==> src/rtl/mp_add_ctrl_pkg.sv <==
// Shared definitions for the multi-word serial adder controller:
// the FSM state encoding, the default geometry and the word index width.
package mp_add_ctrl_pkg;

  localparam int DEF_W = 8;
  localparam int DEF_K = 4;

  typedef enum logic [1:0] {
    IDLE = 2'd0,
    RUN  = 2'd1,
    DONE = 2'd2
  } state_t;

  // A single-word operand still needs a 1-bit index.
  function automatic int idx_width(input int k);
    return (k > 1) ? $clog2(k) : 1;
  endfunction

endpackage

==> src/rtl/mp_add_ctrl_if.sv <==
// Request/result handshake bundle between a client and mp_add_ctrl.
interface mp_add_ctrl_if
  import mp_add_ctrl_pkg::*;
#(
  parameter int W = DEF_W,
  parameter int K = DEF_K
) ();

  logic             in_valid;
  logic             in_ready;
  logic [W*K-1:0]   A;
  logic [W*K-1:0]   B;
  logic             carry_in;
  logic             sub;
  logic             out_valid;
  logic             out_ready;
  logic [W*K-1:0]   S;
  logic             carry_out;
  logic             ovf;
  logic             busy;

  modport master (
    output in_valid, A, B, carry_in, sub, out_ready,
    input  in_ready, out_valid, S, carry_out, ovf, busy
  );

  modport slave (
    input  in_valid, A, B, carry_in, sub, out_ready,
    output in_ready, out_valid, S, carry_out, ovf, busy
  );

endinterface

==> src/rtl/mp_add_ctrl_word_adder.sv <==
// W-bit ripple full-adder chain; the controller reuses one instance for
// every word of the operand.
module word_adder #(
  parameter int W = 8
) (
  input  logic [W-1:0] a,
  input  logic [W-1:0] b,
  input  logic         cin,
  output logic [W-1:0] s,
  output logic         cout
);

  always_comb begin
    logic c;
    s = '0;
    c = cin;
    for (int i = 0; i < W; i++) begin
      s[i] = a[i] ^ b[i] ^ c;
      c    = (a[i] & b[i]) | (c & (a[i] ^ b[i]));
    end
    cout = c;
  end

endmodule

==> src/rtl/mp_add_ctrl.sv <==
// Word-serial N-bit adder/subtractor: captures a request, adds one W-bit
// word per cycle through a shared word_adder, then holds the result.
module mp_add_ctrl
  import mp_add_ctrl_pkg::*;
#(
  parameter int W = DEF_W,
  parameter int K = DEF_K
) (
  input  logic         CLK_i,
  input  logic         RST_N_I,
  mp_add_ctrl_if.slave bus
);

  localparam int N    = W * K;
  localparam int IDXW = idx_width(K);
  localparam logic [IDXW-1:0] LAST = IDXW'(K - 1);

  state_t          state;
  logic [IDXW-1:0] idx;
  logic [N-1:0]    a_cap;
  logic [N-1:0]    b_cap;
  logic            carry;
  logic [N-1:0]    s_reg;
  logic            cout_reg;
  logic            ovf_reg;
  logic            in_ready_reg;
  logic            out_valid_reg;
  logic            busy_reg;

  logic [W-1:0]    a_word;
  logic [W-1:0]    b_word;
  logic [W-1:0]    s_word;
  logic            c_word;

  assign a_word = a_cap[idx*W +: W];
  assign b_word = b_cap[idx*W +: W];

  word_adder #(.W(W)) u_word_adder (
    .a    (a_word),
    .b    (b_word),
    .cin  (carry),
    .s    (s_word),
    .cout (c_word)
  );

  // Subtraction is A + ~B + 1, so B is inverted at capture and the carry seeded with 1.
  always_ff @(posedge CLK_i or negedge RST_N_I) begin
    if (!RST_N_I) begin
      state         <= IDLE;
      idx           <= '0;
      a_cap         <= '0;
      b_cap         <= '0;
      carry         <= 1'b0;
      s_reg         <= '0;
      cout_reg      <= 1'b0;
      ovf_reg       <= 1'b0;
      in_ready_reg  <= 1'b1;
      out_valid_reg <= 1'b0;
      busy_reg      <= 1'b0;
    end else begin
      case (state)
        IDLE: begin
          if (bus.in_valid) begin
            a_cap        <= bus.A;
            b_cap        <= bus.sub ? ~bus.B : bus.B;
            carry        <= bus.sub | bus.carry_in;
            idx          <= '0;
            state        <= RUN;
            in_ready_reg <= 1'b0;
            busy_reg     <= 1'b1;
          end
        end
        RUN: begin
          s_reg[idx*W +: W] <= s_word;
          carry             <= c_word;
          if (idx == LAST) begin
            state         <= DONE;
            out_valid_reg <= 1'b1;
            cout_reg      <= c_word;
            ovf_reg       <= (a_cap[N-1] == b_cap[N-1]) && (s_word[W-1] != a_cap[N-1]);
          end else begin
            idx <= idx + 1'b1;
          end
        end
        DONE: begin
          if (bus.out_ready) begin
            state         <= IDLE;
            idx           <= '0;
            out_valid_reg <= 1'b0;
            in_ready_reg  <= 1'b1;
            busy_reg      <= 1'b0;
          end
        end
        default: state <= IDLE;
      endcase
    end
  end

  assign bus.in_ready  = in_ready_reg;
  assign bus.out_valid = out_valid_reg;
  assign bus.busy      = busy_reg;
  assign bus.S         = s_reg;
  assign bus.carry_out = cout_reg;
  assign bus.ovf       = ovf_reg;

endmodule

==> src/flat_wrapper.sv <==
// flat-port wrapper written by rule: the top's interface ports become plain ports
module mp_add_ctrl_flat import mp_add_ctrl_pkg::*;
#(
  parameter int W = DEF_W,
  parameter int K = DEF_K
)
  (CLK_i, RST_N_I, bus_in_valid, bus_A, bus_B, bus_carry_in, bus_sub, bus_out_ready, bus_in_ready, bus_out_valid, bus_S, bus_carry_out, bus_ovf, bus_busy);
  mp_add_ctrl_if #(.W(W), .K(K)) bus_i ();
  input  logic CLK_i;
  input  logic RST_N_I;
  input wire logic [$bits(bus_i.in_valid)-1:0] bus_in_valid;
  input wire logic [$bits(bus_i.A)-1:0] bus_A;
  input wire logic [$bits(bus_i.B)-1:0] bus_B;
  input wire logic [$bits(bus_i.carry_in)-1:0] bus_carry_in;
  input wire logic [$bits(bus_i.sub)-1:0] bus_sub;
  input wire logic [$bits(bus_i.out_ready)-1:0] bus_out_ready;
  output wire logic [$bits(bus_i.in_ready)-1:0] bus_in_ready;
  output wire logic [$bits(bus_i.out_valid)-1:0] bus_out_valid;
  output wire logic [$bits(bus_i.S)-1:0] bus_S;
  output wire logic [$bits(bus_i.carry_out)-1:0] bus_carry_out;
  output wire logic [$bits(bus_i.ovf)-1:0] bus_ovf;
  output wire logic [$bits(bus_i.busy)-1:0] bus_busy;
  assign bus_i.in_valid = bus_in_valid;
  assign bus_i.A = bus_A;
  assign bus_i.B = bus_B;
  assign bus_i.carry_in = bus_carry_in;
  assign bus_i.sub = bus_sub;
  assign bus_i.out_ready = bus_out_ready;
  assign bus_in_ready = bus_i.in_ready;
  assign bus_out_valid = bus_i.out_valid;
  assign bus_S = bus_i.S;
  assign bus_carry_out = bus_i.carry_out;
  assign bus_ovf = bus_i.ovf;
  assign bus_busy = bus_i.busy;
  mp_add_ctrl #(.W(W), .K(K)) u_core (.CLK_i(CLK_i), .RST_N_I(RST_N_I), .bus(bus_i));
endmodule
==> config.mk <==
export PLATFORM = sky130hd
export DESIGN_NAME = mp_add_ctrl_flat
export DESIGN_NICKNAME = d
export VERILOG_FILES = /design/src/rtl/mp_add_ctrl_pkg.sv /design/src/rtl/mp_add_ctrl_if.sv /design/src/rtl/mp_add_ctrl_word_adder.sv /design/src/rtl/mp_add_ctrl.sv /design/src/flat_wrapper.sv
export SDC_FILE = /design/constraint.sdc
export NUM_CORES = 1
export LEC_CHECK = 0
export BUFFER_PORTS_ARGS = -buffer_cell sky130_fd_sc_hd__buf_2
export CORE_MARGIN = 2
export CORE_UTILIZATION = 29
export CTS_CLUSTER_SIZE = 25
export DETAILED_ROUTE_END_ITERATION = 10
export PLACE_DENSITY = 0.53
export SETUP_SLACK_MARGIN = 0.4
export SYNTH_ARGS = -nofsm -noshare
export SYNTH_HDL_FRONTEND = slang
export SYNTH_HIERARCHICAL = 1
export SYNTH_SLANG_ARGS = --single-unit
==> constraint.sdc <==
create_clock -name CLK_i -period 15.1 [get_ports CLK_i]
set_input_delay 2.265 -clock CLK_i [delete_from_list [all_inputs] [get_ports CLK_i]]
set_output_delay 2.265 -clock CLK_i [all_outputs]
set_load 0.02 [all_outputs]
Word-level counts from Yosys, hierarchy flattened --
Cells that the tools add are included.
Cells by class: muxes and demuxes 19, bitwise operators 42, reductions and logical operators 13, div/mod/pow operators 0, shift-type cells 4, $add $sub $neg 2, multipliers 0, order comparisons 0, equal/unequal tests 9
Operators with widths (number):
- 32-bit by 6-bit indexed part select with 8-bit output | 2
- 5-bit negation with 34-bit output | 1
- 8-bit by 34-bit variable shift with 32-bit output (first input constant) | 1
- 8-bit by 34-bit indexed part select with 32-bit output | 1
- 32-bit bitwise mux | 1
- 32-bit two-way mux | 1
- 32-bit inverter | 1
- 1-bit bitwise AND | 16
- 1-bit bitwise XOR | 16
- 2-bit case mux with 3 select lines | 2
- 2-bit two-way mux | 5
- 1-bit bitwise OR | 9
- 3-bit AND reduction | 3
- 1-bit case mux with 2 select lines | 4
- 1-bit two-way mux | 6
- 2-bit != test (second input constant) | 3
- 2-bit AND reduction | 3
- 2-bit nonzero test | 3
- 2-bit == test (second input constant) | 2
- 4-bit AND reduction | 1
- 3-bit nonzero test | 1
- 2-bit by 1-bit adder with 2-bit output (second input constant) | 1
- 2-bit by 1-bit == test with 1-bit output (second input constant) | 1
- 2-bit zero test | 1
- other kinds (4) | 4
Word-level totals: bits in read-only memories 0, latch bits 0, flip-flop bits (word level) 106, memories 0, output and inout bits 37, memory bits (writable) 0

Logic depth before layout (Yosys ltp) --
Gate-level depths: netlist of run 1.
depth in word-level cells 19, depth in mapped cells 18, gate-level depth less buffers 16

Hierarchy --
Netlist of run 1, hierarchy kept.
Modules (own cells, without submodules):
- mp_add_ctrl | times used 1, seq. area each 2653.8 sq um, cells each 392, area an instance 4858.4 sq um
- word_adder | times used 1, seq. area each 0.0 sq um, cells each 18, area an instance 197.7 sq um

Worst setup path after synthesis of run 1 --
No wires, ideal clock.
path type register to register, from reg u_core.idx[0], to reg u_core.ovf_reg, in the netlist u_core/bus.ovf, clock period less this slack 4.928 ns, data required time 14.973 ns, path buffers 2, data arrival time 4.800 ns, stages on the path, launching flop included 19, slack 10.172 ns, setup time 0.127 ns, cell sequence dfrtp_1 > buf_6 > buf_6 > mux4_2 > fa_1 > inv_1 > fa_1 > inv_1 > fa_1 > fa_1 > fa_1 > fa_1 > fa_1 > inv_1 > fa_1 > inv_1 > and3b_1 > a21oi_1 > o21ai_0
Between the ends: word-level cells in the longest chain between the ends 19, elaborated cells on any way between the ends 36, classes of those cells eq/ne (2); shift (2); bitwise (30); reduce/logical (2)
RTL lines:
- start, declared | RTL line mp_add_ctrl.sv:19 | logic [IDXW-1:0] idx;
- start signal, assigned | RTL line mp_add_ctrl.sv:82 | idx <= idx + 1'b1;
- 32-bit by 6-bit indexed part select with 8-bit output * | RTL line mp_add_ctrl.sv:35 | assign a_word = a_cap[idx*W +: W];
- named net u_core.a_word[0] | RTL line mp_add_ctrl.sv:30 | logic [W-1:0] a_word;
- 1-bit bitwise XOR | RTL line mp_add_ctrl_word_adder.sv:19 | c = (a[i] & b[i]) | (c & (a[i] ^ b[i]));
- 1-bit bitwise AND | RTL line mp_add_ctrl_word_adder.sv:19
- 1-bit bitwise OR * | RTL line mp_add_ctrl_word_adder.sv:19
- 1-bit bitwise AND * | RTL line mp_add_ctrl_word_adder.sv:19
- 1-bit bitwise OR * | RTL line mp_add_ctrl_word_adder.sv:19
- 1-bit bitwise AND * | RTL line mp_add_ctrl_word_adder.sv:19
- (+5 left out)
- 1-bit bitwise AND * | RTL line mp_add_ctrl_word_adder.sv:19
- 1-bit bitwise OR * | RTL line mp_add_ctrl_word_adder.sv:19
- 1-bit bitwise AND * | RTL line mp_add_ctrl_word_adder.sv:19
- 1-bit bitwise OR * | RTL line mp_add_ctrl_word_adder.sv:19
- 1-bit bitwise XOR * | RTL line mp_add_ctrl_word_adder.sv:18 | s[i] = a[i] ^ b[i] ^ c;
- named net u_core.s_word[7] | RTL line mp_add_ctrl.sv:32 | logic [W-1:0] s_word;
- 1-bit != test * | RTL line mp_add_ctrl.sv:80 | ovf_reg <= (a_cap[N-1] == b_cap[N-1]) && (s_word[W-1] != a_cap[N-1]);
- 1-bit logical AND * | RTL line mp_add_ctrl.sv:80
- end signal, assigned | RTL line mp_add_ctrl.sv:80
- end, declared | RTL line mp_add_ctrl.sv:25 | logic ovf_reg;
The timed path passes the listed nets; every way through them passes the cells marked *. A chain may end at the register's enable or synchronous reset.

Final worst setup path of run 1 --
Ends and elaborated chain as after synthesis.

==> metrics.txt, run 1 <==
status=finished, final reports clean; most frequent cell after synthesis=dfrtp_1; Final ANT Viol Nets=0; RSZ-0062 raised after global routing=no; total negative slack=0 ns; Global Route Usage Sum=a little over an eighth; area delta synth->final=20.6%; global route overflow=0; Cell Rows=48; Initial DRC Count=152; die width=~140 um; #FFs+latches synth=106; Hold-fix buffers, CTS=0; worst min path class=reg2reg; top cell type's share of synthesized area=52.0%; CP Class=reg2reg; RePlAce Congestion=approximately 0.75; placed cell area=between 5000 and 6000 um2; number of remaining DRC errors=0; PD cells=235 nW/um2; LEAKAGE=roughly 2.7 nW; clk root buf=clkbuf_16; share of layout cells above drive strength 1=35.5%; Yosys top cell by area=dfrtp_1; post-CTS sizing=0; FF-to-FF Start=u_core/idx[0]; Arrival @ worst endpoint=5.65 ns; Crit path top cell by count=fa_1; DP HPWL=9.01 mm; Critical Path End Type=register; register area share after synthesis=52.5%; CTS Buf Count=9; register share of total power=around a third; synth unique cells=35; Max clock buf depth=2; Final min period=5.45 ns; die height=136 um; Min Hold Slack=about 0.47 ns; post-synth net total=493; Post-Synthesis Cells=410; Starting Density=29.4%; synth cell count leaders=dfrtp_1 (105), a21oi_1 (37), nor2_1 (37); fmax=183 MHz; Area contributors post-synth=dfrtp_1 (52%), mux2_2 (7.3%), mux4_2 (7.1%), xnor2_1 (5.5%), a21oi_1 (3.7%); period utilization=36.1%; Post-Syn Area=5060 um2; H-tree Lvls=3; routed vias/inst=~4.6; final hold violations=0; Sink Count=106; DR WL/cell=16.1 um; Crit-path slowest cell=dfrtp_1; crit path launch=u_core/idx[0]; Pre-Repair DR Iteration Count=4; slowest stage delay, CP=about 0.7 ns; Net Sw Frac=approximately two fifths; Least-Margin Pin Slew=1.12 ns; Slew Limit Fails=0; Main synth FF type=dfrtp_1; Clock Skews=0.00621 ns; slew margin rel.=24.2%; full die area=18,500 um2; n_diodes=0; routed via count=3,389; Layout Nets=between 500 and 600; Clock power frac=a little under a fifth; number of synthesized flops with an enable pin=0; core area=about 17,000 um2; I/O Pins=107; setup violators final=0; PortBufs=106; initial antenna violation count=1; Max Cap Viol=0; crit path launch type=register; Worst-Skew Late Latency=between 0.3 and 0.4 ns; fin area=6100 um2; VDD IR max=0.110 mV; final core occ=between 30% and 40%; Yosys warning count=6; fraction of registers with async set/reset=100%; largest net degree at the start of global routing=75; Power Total=~1.4 mW; NetSw=0.570 mW; Setup Fix Bufs, Post-CTS=0; CTS tree=done; first-pass GRT wire length=19.0 mm; Worst-path clk slew=around 0.07 ns; final WL=about 12 mm; Min-Delay Startpoint=u_core/bus.in_ready; mean area per synthesized cell=12.3 um2; Comb pwr share=46.9%; number of global-route vias before repair=3,490; CP cell instances=buf_4 -> mux4_2 -> fa_1 -> inv_1 -> fa_1 -> inv_1 -> fa_1 -> fa_1 -> fa_1 -> fa_1 -> fa_1 -> inv_1 -> fa_1 -> inv_1 -> and3b_1 -> a21oi_1 -> o21ai_0; internal power=roughly 0.86 mW; Critical Path RT=15.30 ns; biggest fanout along the worst timing path=15
-- worst max-delay path: cells and delay by family (launching register included) --
family	cells	cell delay, ns
flip-flops	1	0.71
AND/OR/NAND/NOR	1	0.19
AO/OA/AOI/OAI	2	0.18
buffers and inverters	5	0.74
multiplexers	1	0.57
adder cells (fa/ha/maj)	8	2.90
-- cell families (layout without fill, tap and decap cells) --
| group | Yosys count | count (layout) | synth area share [%] |
|---|---|---|---|
| compound gates | 80 | 80 | 9.53 |
| mux | 49 | 49 | 14.5 |
| buf+inv | 38 | 140 | 3.98 |
| xor+xnor | 32 | 32 | 5.54 |
| simple gates | 92 | 92 | 9.58 |
| fa+ha+maj | 13 | 13 | 4.40 |
| flops | 106 | 106 | 52.5 |
-- layer usage --
| metal | vias up | track usage (%) | routed length [um] |
|---|---|---|---|
| li1 | 1609 | - | - |
| met1 | 1676 | 18.6 | 5630 |
| met2 | 95 | 21.2 | 5550 |
| met3 | 7 | 4.18 | 585 |
| met4 | 2 | 2.78 | 87 |
| met5 | - | 0 | 13 |
-- final timing paths --
| kind | endpoint | slack [ns] | cells past startpoint |
|---|---|---|---|
| worst max-delay path | u_core/bus.ovf | 9.65 | 17 |
| worst min-delay path | u_core/bus.in_ready | 0.47 | 2 |
| worst max register to register | u_core/bus.ovf | 9.65 | 17 |
| worst min register to register | u_core/bus.in_ready | 0.47 | 2 |
| max in group asynchronous | u_core/b_cap[10] | 11.98 | 2 |
| min in group asynchronous | u_core/a_cap[11] | 1.85 | 1 |
-- power groups by stage --
stage / sequential [mW] / clock, mW / combinational, mW
final: 0.496 / 0.264 / 0.671
after global routing: 0.514 / 0.284 / 0.748
after CTS: 0.498 / 0.272 / 0.677
after detailed placement: 0.503 / 0 / 0.675
after global placement: 0.500 / 0 / 0.664
after floorplan: 0.500 / 0 / 0.475
-- metrics by stage --
step           cells  setup slack [ns]
6_report         737              9.65
3_5_place_dp     721              9.59
4_1_cts          737              9.57
2_1_floorplan    410             10.17
5_1_grt          737              9.24
3_3_place_gp     721              9.73
-- placed cells by master (no fill, tap or decap), drive strengths merged, types with 2 or more instances in the layout --
cell,netlist,final
mux2,33,33
buf,23,111
fa,8,8
mux4,16,16
a21oi,37,37
xnor2,32,32
nor2,37,37
nor4,2,2
inv,13,13
nand2b,6,6
nand2,33,33
a22o,17,17
and3b,2,2
ha,5,5
o21ai,20,20
dfrtp,105,105
bufinv,0,3
nor3,3,3
clkinvlp,0,3
nand3b,5,5
clkbuf,2,9
-- layout make-up --
class | count | area [um2]
Timing Repair Buffer | 111 | 571
Multi-Input combinational cell | 266 | 2200
Sequential cell | 106 | 2650
Inverter | 13 | 48.8
Clock inverter | 7 | 118
Clock buffer | 9 | 225
Fill cell | 1733 | 11100
Tap cell | 225 | 282
(Power assumes the default switching activity.)
==> run 2, diff against run 1 <==
--- a/config.mk
+++ b/config.mk
@@ -10,7 +10,7 @@
 export CORE_UTILIZATION = 29
 export CTS_CLUSTER_SIZE = 25
 export DETAILED_ROUTE_END_ITERATION = 10
-export PLACE_DENSITY = 0.53
+export PLACE_DENSITY = 0.54
 export SETUP_SLACK_MARGIN = 0.4
 export SYNTH_ARGS = -nofsm -noshare
 export SYNTH_HDL_FRONTEND = slang
==> constraint.sdc (replaced) <==
create_clock -name CLK_i -period 4.4 [get_ports CLK_i]
set_input_delay 0.66 -clock CLK_i [delete_from_list [all_inputs] [get_ports CLK_i]]
set_output_delay 0.66 -clock CLK_i [all_outputs]
set_load 0.02 [all_outputs]
==> metrics.txt, run 2 (synthesis gave the netlist of run 1 again) <==
status=finished, final reports clean; Pre-Repair DR Iteration Count=4 (unchanged); routed vias/inst=4.62 (+0.50%); uppermost layer routed=met5; FF-to-FF Start=u_core/idx[0]; most frequent cells in the layout=buf_2 (105), dfrtp_1 (104), nor2_1 (37); instance count on the critical path=16 (-1); DR WL/cell=16.6 um (+3.2%); largest net degree at the start of global routing=97 (+29%); CTS Buf Count=9 (unchanged); Layout Nets=594 (+0.68%); first-pass GRT wire length=19.5 mm (+2.5%); number of global-route vias before repair=3,431 (-1.7%); Worst-path clk slew=0.08 ns (about the same); Final ANT Viol Nets=0 (unchanged); Final min period=4.30 ns (-1.15 ns); Min Hold Slack=0.313 ns (-0.161 ns); Filler Cell Count=1,746 (+0.75%); initial antenna violation count=2 (+1); RSZ-0062 raised after global routing=yes; Power Total=5.03 mW (+250%); fmax=233 MHz (+27%); Detail Route met2 WL=5.88 mm (+6.0%); internal reg-to-reg setup slack=0.1 ns (-9.55 ns); Initial DRC Count=170 (+12%); CTS tree=done; CP cell instances=mux4_2 -> fa_2 -> inv_2 -> fa_1 -> inv_1 -> fa_2 -> fa_2 -> fa_2 -> fa_2 -> fa_2 -> inv_2 -> fa_1 -> inv_2 -> and3b_1 -> a21oi_2 -> o21ai_1; placed cells=724 (+0.42%); Clock Skews=0.0136 ns (+0.00735 ns); Crit path top cell by count=fa_2; Crit-path slowest cell=mux4_2; critical path's top delay family=adder cells; Worst R2R End=u_core/bus.ovf; full die area=18,500 um2 (unchanged); worst min path class=in2async; setup violators final=0 (unchanged); Least-Margin Pin Slew=1.08 ns (-0.0440 ns); commonest non-fill, non-tap cell in the layout=buf_2; clk root buf=clkbuf_16; Critical Path End Type=register; met3 routed WL=763 um (+30%); final core occ=35.5% (unchanged); final WL=12.3 mm (+3.9%); cell depth of the worst flop-to-flop path=16 (-1); Global Route Usage Sum=14.0% (+0.47 points); RePlAce Congestion=0.814 (+7.8%); CP Class=reg2reg; LEAKAGE=2.68 nW (-0.31%); die height=136 um (unchanged); FF/Latch Area=2660 um2 (about the same); H-tree Lvls=3 (unchanged); routed via count=3,429 (+1.2%); crit path launch=u_core/idx[0]; Cell Rows=48 (unchanged); final cell count without fillers=742 (+0.68%); biggest fanout along the worst timing path=4 (-11); area occupied by multi-input gates=2220 um2 (+0.85%); number of remaining DRC errors=0 (unchanged); area delta synth->final=20.6% (unchanged); slowest stage delay, CP=0.53 ns (-0.18 ns); Sink Count=106 (unchanged); share of layout cells above drive strength 1=38.2% (+2.6 points); I/O Pins=107 (unchanged); Max clock buf depth=2 (unchanged); core area=17,200 um2 (unchanged); Arrival @ worst endpoint=4.52 ns (-1.13 ns); period utilization=97.7% (+62 points); Hold-fix buffers, CTS=0 (unchanged); VDD IR max=0.365 mV (+230%); final hold violations=0 (unchanged); global route overflow=0 (unchanged); placed cell area=5790 um2 (+0.67%); fin area=6100 um2 (unchanged); WL met1=5.52 mm (-2.1%); DP HPWL=9.30 mm (+3.2%); critical path capture point=u_core/bus.ovf; PortBufs=106 (unchanged); Max Cap Viol=0 (unchanged); die width=136 um (unchanged); Worst-Skew Late Latency=0.36 ns (about the same); worst path bufs/invs=4 (-1); slew margin rel.=27.2% (+3.0 points); Slew Limit Fails=0 (unchanged); Critical Path RT=4.62 ns (-10.68 ns); crit path launch type=register; PD cells=824 nW/um2 (+250%); Starting Density=29.4% (unchanged)
==> run 2: cell types whose count changed in the layout (fill, tap and decap cells not counted), sizes merged <==
cell,change
diode,+1
clkbuf,+2
buf,+4
bufinv,-3
clkinv,+1
inv,+1
clkinvlp,-1
==> run 2: worst register-to-register path, cell delays in order, from the launching register on <==
cell and delay, ns:
dfrtp_2 0.41, mux4_2 0.53, fa_2 0.37, inv_2 0.06
fa_1 0.15, inv_1 0.05, fa_2 0.34, fa_2 0.35
fa_2 0.34, fa_2 0.36, fa_2 0.34, inv_2 0.06
fa_1 0.41, inv_2 0.06, and3b_1 0.17, a21oi_2 0.09
o21ai_1 0.06
==> run 2: repair_timing <==
item,CTS,global route
gates resized for setup,0,2
buffers inserted,1,0
pin swaps,6,0
endpoints found under the setup margin,9,9
==> run 2: final cells by class <==
| class | count | share of cell area, % |
|---|---|---|
| tap | 225 | 4.62 |
| sequential | 106 | 43.5 |
| clock buffer | 11 | 4.14 |
| clock inverter | 5 | 0.616 |
| timing repair buffer | 115 | 9.85 |
| antenna | 1 | 0.0410 |
| multi-input combinational | 266 | 36.4 |
| inverter | 13 | 0.800 |
==> run 2: metrics by stage <==
stage / setup TNS [ns] / setup WS (ns)
global placement: 0 / 0.00324
floorplan: -0.408 / -0.281
detailed placement: -0.0519 / -0.0519
global route: -0.122 / -0.0741
CTS: 0 / 0.0786
finish: 0 / 0.0991
==> run 2: where the power goes <==
part           leakage [nW]  switching, mW  internal, mW
logic                  1.26           1.40          1.17
clock network         0.138          0.367         0.417
registers              1.28          0.282          1.40
total                  2.68           2.04          2.98
==> run 2: worst min path at each step <==
stage | startpoint | to | slack [ns] | cells past startpoint
after global routing | RST_N_I | u_core/idx[1] | 0.35 | 1
final | RST_N_I | u_core/idx[1] | 0.31 | 1
after global placement | u_core/bus.in_ready | u_core/bus.in_ready | 0.46 | 2
after floorplan | RST_N_I | u_core/a_cap[0] | 0.36 | 0
after detailed placement | u_core/bus.in_ready | u_core/bus.in_ready | 0.46 | 2
after CTS | RST_N_I | u_core/idx[1] | 0.32 | 1
==> run 2: metal layers <==
layer  vias up  track usage [%]
met5         -                0
met4         4             3.65
met3        12             3.73
met2       108             22.6
met1      1688             18.8
li1       1617                -
